[config.mk]
export PLATFORM = sky130hd
export DESIGN_NAME = mem_stage_unit
export DESIGN_NICKNAME = d
export VERILOG_FILES = /design/src/rtl/mips_pipe_pkg.sv /design/src/rtl/mem_timeout_ctr.sv /design/src/rtl/mem_stage_unit.sv
export SDC_FILE = /design/constraint.sdc
export NUM_CORES = 1
export LEC_CHECK = 0
export BUFFER_PORTS_ARGS = -buffer_cell sky130_fd_sc_hd__buf_4
export CORE_AREA = 2 2 124 126
export CTS_CLUSTER_DIAMETER = 120
export DETAILED_ROUTE_END_ITERATION = 10
export DIE_AREA = 0 0 126 128
export HOLD_SLACK_MARGIN = 0.15
export PLACE_DENSITY = 0.69
export SYNTH_ARGS = -nofsm -noshare
export SYNTH_HDL_FRONTEND = slang
export SYNTH_HIERARCHICAL = 1
export SYNTH_SLANG_ARGS = --single-unit
[constraint.sdc]
create_clock -name clk -period 2 [get_ports clk]
set_input_delay 0.4 -clock clk [delete_from_list [all_inputs] [get_ports clk]]
set_output_delay 0.4 -clock clk [all_outputs]
set_load 0.005 [all_outputs]
[src/rtl/mips_pipe_pkg.sv]
// rtl/mips_pipe_pkg.sv - shared pipeline encodings and widths
package mips_pipe_pkg;

  localparam int DATA_W = 32;
  localparam int REG_AW = 6;

  typedef enum logic {
    ST_IDLE = 1'b0,
    ST_WAIT = 1'b1
  } mem_state_e;

  // Writeback source select
  localparam logic [1:0] MTR_ALU = 2'd0;
  localparam logic [1:0] MTR_MEM = 2'd1;
  localparam logic [1:0] MTR_PC4 = 2'd2;

  // Destination register select
  localparam logic [1:0] RDST_RT = 2'd0;
  localparam logic [1:0] RDST_RD = 2'd1;
  localparam logic [1:0] RDST_RA = 2'd2;

endpackage

[src/rtl/mem_timeout_ctr.sv]
// rtl/mem_timeout_ctr.sv - 8-bit wait counter with clear/enable and terminal count
module mem_timeout_ctr #(
  parameter logic [7:0] TC = 8'd15
) (
  input  logic clk,
  input  logic reset,
  input  logic clr,
  input  logic en,
  output logic tc
);

  logic [7:0] cnt;

  always_ff @(posedge clk) begin
    if (!reset) begin
      cnt <= 8'd0;
    end else if (clr) begin
      cnt <= 8'd0;
    end else if (en) begin
      cnt <= cnt + 8'd1;
    end
  end

  assign tc = (cnt == TC);

endmodule

[src/rtl/mem_stage_unit.sv]
// rtl/mem_stage_unit.sv - MEM stage: data bus access, stall, MEM/WB register
module mem_stage_unit
  import mips_pipe_pkg::*;
#(
  parameter int                TIMEOUT_CYCLES = 16,
  parameter logic [DATA_W-1:0] ERR_RDATA      = 32'h0000_0000
) (
  input  logic              clk,
  input  logic              reset,
  input  logic [DATA_W-1:0] PC_plus4,
  input  logic              MemWr,
  input  logic              MemRd,
  input  logic [DATA_W-1:0] ALUOut,
  input  logic [DATA_W-1:0] DataBus_B,
  input  logic [1:0]        RegDst,
  input  logic              RegWr,
  input  logic [1:0]        MemToReg,
  input  logic [REG_AW-1:0] RegisterRd,
  output logic              bus_req,
  output logic              bus_we,
  output logic [DATA_W-1:0] bus_addr,
  output logic [DATA_W-1:0] bus_wdata,
  input  logic [DATA_W-1:0] bus_rdata,
  input  logic              bus_ack,
  output logic              stall,
  output logic              addr_err,
  output logic              bus_err,
  output logic [DATA_W-1:0] PC_plus4_out,
  output logic [DATA_W-1:0] ALUOut_out,
  output logic [DATA_W-1:0] ReadData_out,
  output logic [1:0]        RegDst_out,
  output logic [1:0]        MemToReg_out,
  output logic              RegWr_out,
  output logic [REG_AW-1:0] RegisterRd_out
);

  localparam logic [7:0] TC_LAST = 8'(TIMEOUT_CYCLES - 1);

  mem_state_e state, state_nxt;
  logic mem_op, aligned, misaligned;
  logic ctr_clr, ctr_en, ctr_tc;
  logic timeout_now, timed_out, acked;

  assign mem_op     = MemRd | MemWr;
  assign aligned    = (ALUOut[1:0] == 2'b00);
  assign misaligned = (state == ST_IDLE) & mem_op & ~aligned;

  assign bus_we    = MemWr;
  assign bus_addr  = ALUOut;
  assign bus_wdata = DataBus_B;

  mem_timeout_ctr #(.TC(TC_LAST)) u_ctr (
    .clk   (clk),
    .reset (reset),
    .clr   (ctr_clr),
    .en    (ctr_en),
    .tc    (ctr_tc)
  );

  always_ff @(posedge clk) begin
    if (!reset) begin
      state <= ST_IDLE;
    end else begin
      state <= state_nxt;
    end
  end

  always_comb begin
    state_nxt = state;
    bus_req   = 1'b0;
    ctr_clr   = 1'b0;
    ctr_en    = 1'b0;
    case (state)
      ST_IDLE: begin
        bus_req = mem_op & aligned;
        if (bus_req & ~bus_ack) begin
          state_nxt = ST_WAIT;
          ctr_clr   = 1'b1;
        end
      end
      ST_WAIT: begin
        bus_req = 1'b1;
        ctr_en  = 1'b1;
        if (bus_ack | ctr_tc) state_nxt = ST_IDLE;
      end
    endcase
  end

  // An ack arriving on the terminal cycle still counts as a completed access
  assign timeout_now = (state == ST_WAIT) & ctr_tc;
  assign timed_out   = timeout_now & ~bus_ack;
  assign acked       = bus_req & bus_ack;
  assign stall       = bus_req & ~bus_ack & ~timeout_now;

  always_ff @(posedge clk) begin
    if (!reset) begin
      addr_err       <= 1'b0;
      bus_err        <= 1'b0;
      PC_plus4_out   <= '0;
      ALUOut_out     <= '0;
      ReadData_out   <= '0;
      RegDst_out     <= RDST_RT;
      MemToReg_out   <= MTR_ALU;
      RegWr_out      <= 1'b0;
      RegisterRd_out <= '0;
    end else begin
      addr_err <= misaligned;
      bus_err  <= timed_out;
      if (stall) begin
        // Bubble: the instruction is still in flight, so nothing may retire
        RegWr_out    <= 1'b0;
        MemToReg_out <= MTR_ALU;
      end else begin
        PC_plus4_out   <= PC_plus4;
        ALUOut_out     <= ALUOut;
        RegDst_out     <= RegDst;
        MemToReg_out   <= MemToReg;
        RegisterRd_out <= RegisterRd;
        if (misaligned)     RegWr_out <= 1'b0;
        else if (timed_out) RegWr_out <= RegWr & ~MemRd;
        else                RegWr_out <= RegWr;
        if (acked & ~MemWr)          ReadData_out <= bus_rdata;
        else if (timed_out & ~MemWr) ReadData_out <= ERR_RDATA;
        else                         ReadData_out <= '0;
      end
    end
  end

endmodule

Word-level counts from Yosys, hierarchy flattened. Cells that the tools add are included.

Input port bits: 144. Flip-flop bits (word level): 118. Bits in latches: 0. Memories: 0. Logic and storage cells: 45. ROM bits: 0. Output and inout port bits: 176. RAM bits: 0.

Shifts and indexed selects: 0. Reductions and logical operators: 4. Bitwise logic cells: 20. Equality and inequality tests: 1. $lt $le $gt $ge: 0. Multiplexer cells: 8. Divide/modulo/power cells: 0. Multipliers: 0. $add $sub $neg: 1.

Operator list (count): two-way mux 32 bit (1); bitwise AND 1 bit (11); adder 8 x 1 -> 8 bit (second input constant) (1); == test 8 x 4 -> 1 bit (second input constant) (1); NOT 1 bit (7); two-way mux 1 bit (5); case mux 1 bit (2 select lines) (2); OR reduction 2 bit (2); OR reduction 3 bit (1); logical NOT 2 bit (1); bitwise OR 1 bit (2).

Depth between registers and ports, before layout.
Depth in word-level cells: 6. Depth in mapped cells: 8. Mapped depth without buffers: 6.

By module. Netlist, hierarchy kept.

By module, submodules not included: mem_stage_unit (cells each 484, seq. area each 2202.1 um^2, times used 1, area each 4662.0 um^2); mem_timeout_ctr (cells each 40, seq. area each 160.2 um^2, times used 1, area each 360.3 um^2).

Worst setup path before layout. Ideal clock, no wire load.

Path kind: register to output. Start point: register u_ctr.cnt[0]. End point: output port stall. Required time: 1.600 ns. Buffers on the path: 2. Slack: -0.124 ns. Data arrival time: 1.724 ns. Stages on the path, launching flop included: 9. Cells stage by stage: dfxtp_1 -> ha_1 -> nand4b_1 -> nor4_1 -> nor3b_2 -> a31oi_4 -> buf_6 -> buf_6 -> inv_1.

Longest elaborated chain between the ends: 4.

RTL lines: start: declaration (RTL line mem_timeout_ctr.sv:12) `logic [7:0] cnt;`; start signal: assignment (RTL line mem_timeout_ctr.sv:20) `cnt <= cnt + 8'd1;`; == test 8 x 4 -> 1 bit (RTL line mem_timeout_ctr.sv:24) `assign tc = (cnt == TC);`; net ctr_tc (RTL line mem_stage_unit.sv:41) `logic ctr_clr, ctr_en, ctr_tc;`; bitwise AND 1 bit (RTL line mem_stage_unit.sv:90) `assign timeout_now = (state == ST_WAIT) & ctr_tc;`; NOT 1 bit (RTL line mem_stage_unit.sv:93) `assign stall = bus_req & ~bus_ack & ~timeout_now;`; bitwise AND 1 bit (RTL line mem_stage_unit.sv:93); end: declaration (RTL line mem_stage_unit.sv:25) `output logic stall,`.

The timed path passes the listed nets, and every way through them passes these cells.

Worst setup path in the final report.
Start point: register u_ctr.cnt[1]. End point: output port stall.

The elaborated chain is that of the path after synthesis.

==> results.yml <==
worst_setup_path:
  startpoint: "u_ctr/cnt[1]$_SDFFE_PP0P_"
  crit_fanout: 3
  worstRegToRegCells: 8
  cp.required_ns: 1.60
  start_kind: "register"
  r2r-start: "u_ctr/cnt[1]$_SDFFE_PP0P_"
  arrival_ns: 1.69
  cp-end-kind: "output pin"
  r2r_slack_ns: 0.12
  critPathCapture: "stall"
  path_class: "reg -> out"
  reg2reg_to: "PC_plus4_out[2]$_SDFFE_PN0N_"
power_and_ir_drop:
  leakage_nw: 3.77
  powerDensity_nw_per_um2: 867
  vdd_ir_drop_max_mv: 0.491
  total_power_mw: 6.38
synth:
  yosysMostFrequentCell: "nand2_1"
  synth_area_um2: 5020
  ys_ff_latch: 118
  seq_area_frac_synth_pct: 47.0
  synth.distinct_cells: 35
  synth.top_cells.by_count: "nand2_1 (147), dfxtp_1 (118), mux2i_1 (73)"
  synth-edff-count: 0
  synth-async-reset-ratio_pct: 0
  syn_nets: 669
  synth-warning-count: 6
  synth_top_area_share_pct: 47.0
  synth_ff_type: "dfxtp_1"
  synthTopCellsByArea: "dfxtp_1 (47%), mux2i_1 (15%), nand2_1 (11%)"
  avgSynthCellArea_um2: 9.58
  synthCells: 524
  yosys.area.top_type: "dfxtp_1"
outcome:
  failed_checks: "setup timing"
  status: "finished, violations left"
place:
  dp_hpwl_mm: 9.08
  io_buffers: 255
  place_congestion: 0.724
  dpl_cell_area_um2: 6660
global_route:
  grt_usage_pct: 15.2
  globalRoute.totalOverflow: 0
  antenna_found_initial: 0
  grt_pass1_wl_mm: 19.7
  grt_pass1_vias: 4022
  grt_max_degree: 79
timing:
  hold_viol: 0
  setup_slack_ns: -0.0868
  timing.hold.ws_ns: 0.195
  skew_ns: 0.0136
  max_freq_ghz: 0.479
  worst_slew_pin_slew_ns: 0.358
  setup_viol: 1
  slew-limit-headroom_pct: 76.1
  period_minus_slack_ns: 2.09
  period_share_pct: 104
  rsz0062_at_grt: "true"
  drv_slew: 0
final_layout:
  fin_nets: 857
  area_growth_pct: 46.6
  multi_input_area_um2: 1990
  nFillCells: 1419
  design_area_um2: 7360
  regArea_um2: 2360
  diodes: 0
  utilization_pct: 49.5
  layout-drive-gt1-share_pct: 43.3
floorplan:
  dieHeight_um: 128
  ioPinCount: 320
  core.rowCount: 45
  start_util_pct: 33.8
  core_area_um2: 14900
  die_x_um: 126
  die-area_um2: 16100
routing:
  detail_route.wl_per_cell_um: 14.3
  wl_met1_mm: 5.34
  drc: 0
  top_layer: "met4"
  dr_wl_met2_mm: 6.35
  first_pass_iters: 4
  dr_total_vias: 4205
  drt_iter0_drc: 180
  wl_mm: 13.0
  vias_per_cell: 4.61
  wl_met3_mm: 1.25
  ant_nets: 0
clock_tree:
  numClockSinks: 118
  root_buffer: "clkbuf_16"
  numCtsBuffers: 17
  clk_pin_slew_ns: 0.06
  max-clock-path-buffers: 2
  ctsHoldBuffers: 0
  htreeDepth: 4
  cts_tree: "done"
  clk_latency_ns: 0.41
min_path:
  hold_class: "in -> reg"
run:
  maxCapViolations: 0
## layout by cell type, fill, tap and decap left out, types with 2 or more instances in the layout
| cell type | synthesis | routed |
|---|---|---|
| bufinv_16 | 0 | 3 |
| nand4_1 | 3 | 3 |
| clkinv_4 | 0 | 2 |
| nand2_1 | 147 | 147 |
| nor3_1 | 2 | 2 |
| clkbuf_8 | 0 | 2 |
| a21oi_1 | 3 | 3 |
| dfxtp_1 | 118 | 116 |
| nand4b_1 | 2 | 2 |
| xor2_1 | 3 | 3 |
| o21ai_0 | 3 | 3 |
| and2_1 | 2 | 2 |
| or3_1 | 3 | 3 |
| and3_1 | 2 | 2 |
| nand2b_1 | 3 | 3 |
| buf_12 | 0 | 3 |
| a32o_1 | 32 | 32 |
| clkinvlp_4 | 0 | 3 |
| nor2_1 | 8 | 8 |
| buf_16 | 0 | 2 |
| dfxtp_2 | 0 | 2 |
| clkinv_2 | 0 | 5 |
| buf_4 | 69 | 264 |
| clkbuf_16 | 0 | 19 |
| nand3_1 | 2 | 2 |
| mux2i_1 | 73 | 73 |
## area by class of cell
cell class,count,area share (%)
clock buffers,19,6.15
clock inverters,13,2.11
inverters,2,0.102
multi-input cells,301,27.0
flip-flops and latches,118,32.1
well taps,188,3.19
repair buffers,272,29.3
## metal layers
layer  global-route usage, %  vias up
met2                    25.4      176
met5                       0        -
met4                    4.20        0
met3                    7.72        8
met1                    17.2     1942
li1                        -     2079
## logic make-up after synthesis
group	Yosys count	share of synthesized area, %
simple gates	182	15.4
flops	118	47.0
buf+inv	105	13.9
mux	73	14.5
compound gates	41	8.17
xor+xnor	4	0.698
fa+ha+maj	1	0.249
## state kept, by name, indices dropped and copies added (netlist names)
name            cells
MemToReg_out        2
RegWr_out           1
u_ctr/cnt           8
ReadData_out       32
bus_err             1
PC_plus4_out       32
RegisterRd_out      6
RegDst_out          2
addr_err            1
ALUOut_out         32
state               1
## stage by stage
| stage | worst slack (ns) | std cells | setup TNS [ns] |
|---|---|---|---|
| final | -0.0868 | 913 | -0.0868 |
| after floorplan | 0.00431 | 524 | 0 |
| after detailed placement | -0.0151 | 877 | -0.0151 |
| after CTS | -0.121 | 911 | -0.121 |
| after global placement | 0.0234 | 877 | 0 |
| after global routing | -0.185 | 913 | -0.226 |
## how the worst min path moves through the flow
| stage | from | slack, ns | to | depth (start not counted) |
|---|---|---|---|---|
| global route | bus_rdata[18] | 0.18 | ReadData_out[18]$_SDFFE_PN0N_ | 2 |
| floorplan | ALUOut_out[0]$_SDFFE_PN0N_ | 0.45 | ALUOut_out[0]$_SDFFE_PN0N_ | 2 |
| global placement | ALUOut_out[10]$_SDFFE_PN0N_ | 0.44 | ALUOut_out[10]$_SDFFE_PN0N_ | 2 |
| detailed placement | PC_plus4_out[29]$_SDFFE_PN0N_ | 0.45 | PC_plus4_out[29]$_SDFFE_PN0N_ | 2 |
| finish | bus_rdata[27] | 0.20 | ReadData_out[27]$_SDFFE_PN0N_ | 2 |
| CTS | bus_rdata[27] | 0.18 | ReadData_out[27]$_SDFFE_PN0N_ | 2 |
## critical path, cell delays in order, from the launching register on
cell and delay (ns):
dfxtp_2 0.35, ha_4 0.14, nand4b_1 0.13, nor4_4 0.19, nor3b_2 0.10, a31oi_4 0.20, inv_2 0.05, buf_6 0.11
## what timing repair did
action / CTS / global route
pin swaps: 4 / 0
cloned: 0 / 2
setup endpoints to repair: 15 / 8
gates resized for setup: 3 / 2
buffers inserted: 2 / 0
## power breakdown
group	total, mW	switching [mW]	internal [mW]
Combinational	0.775	0.321	0.454
Clock	3.08	1.07	2.01
Sequential	2.53	0.0577	2.47
Total	6.38	1.45	4.94
(Power assumes the default switching activity.)
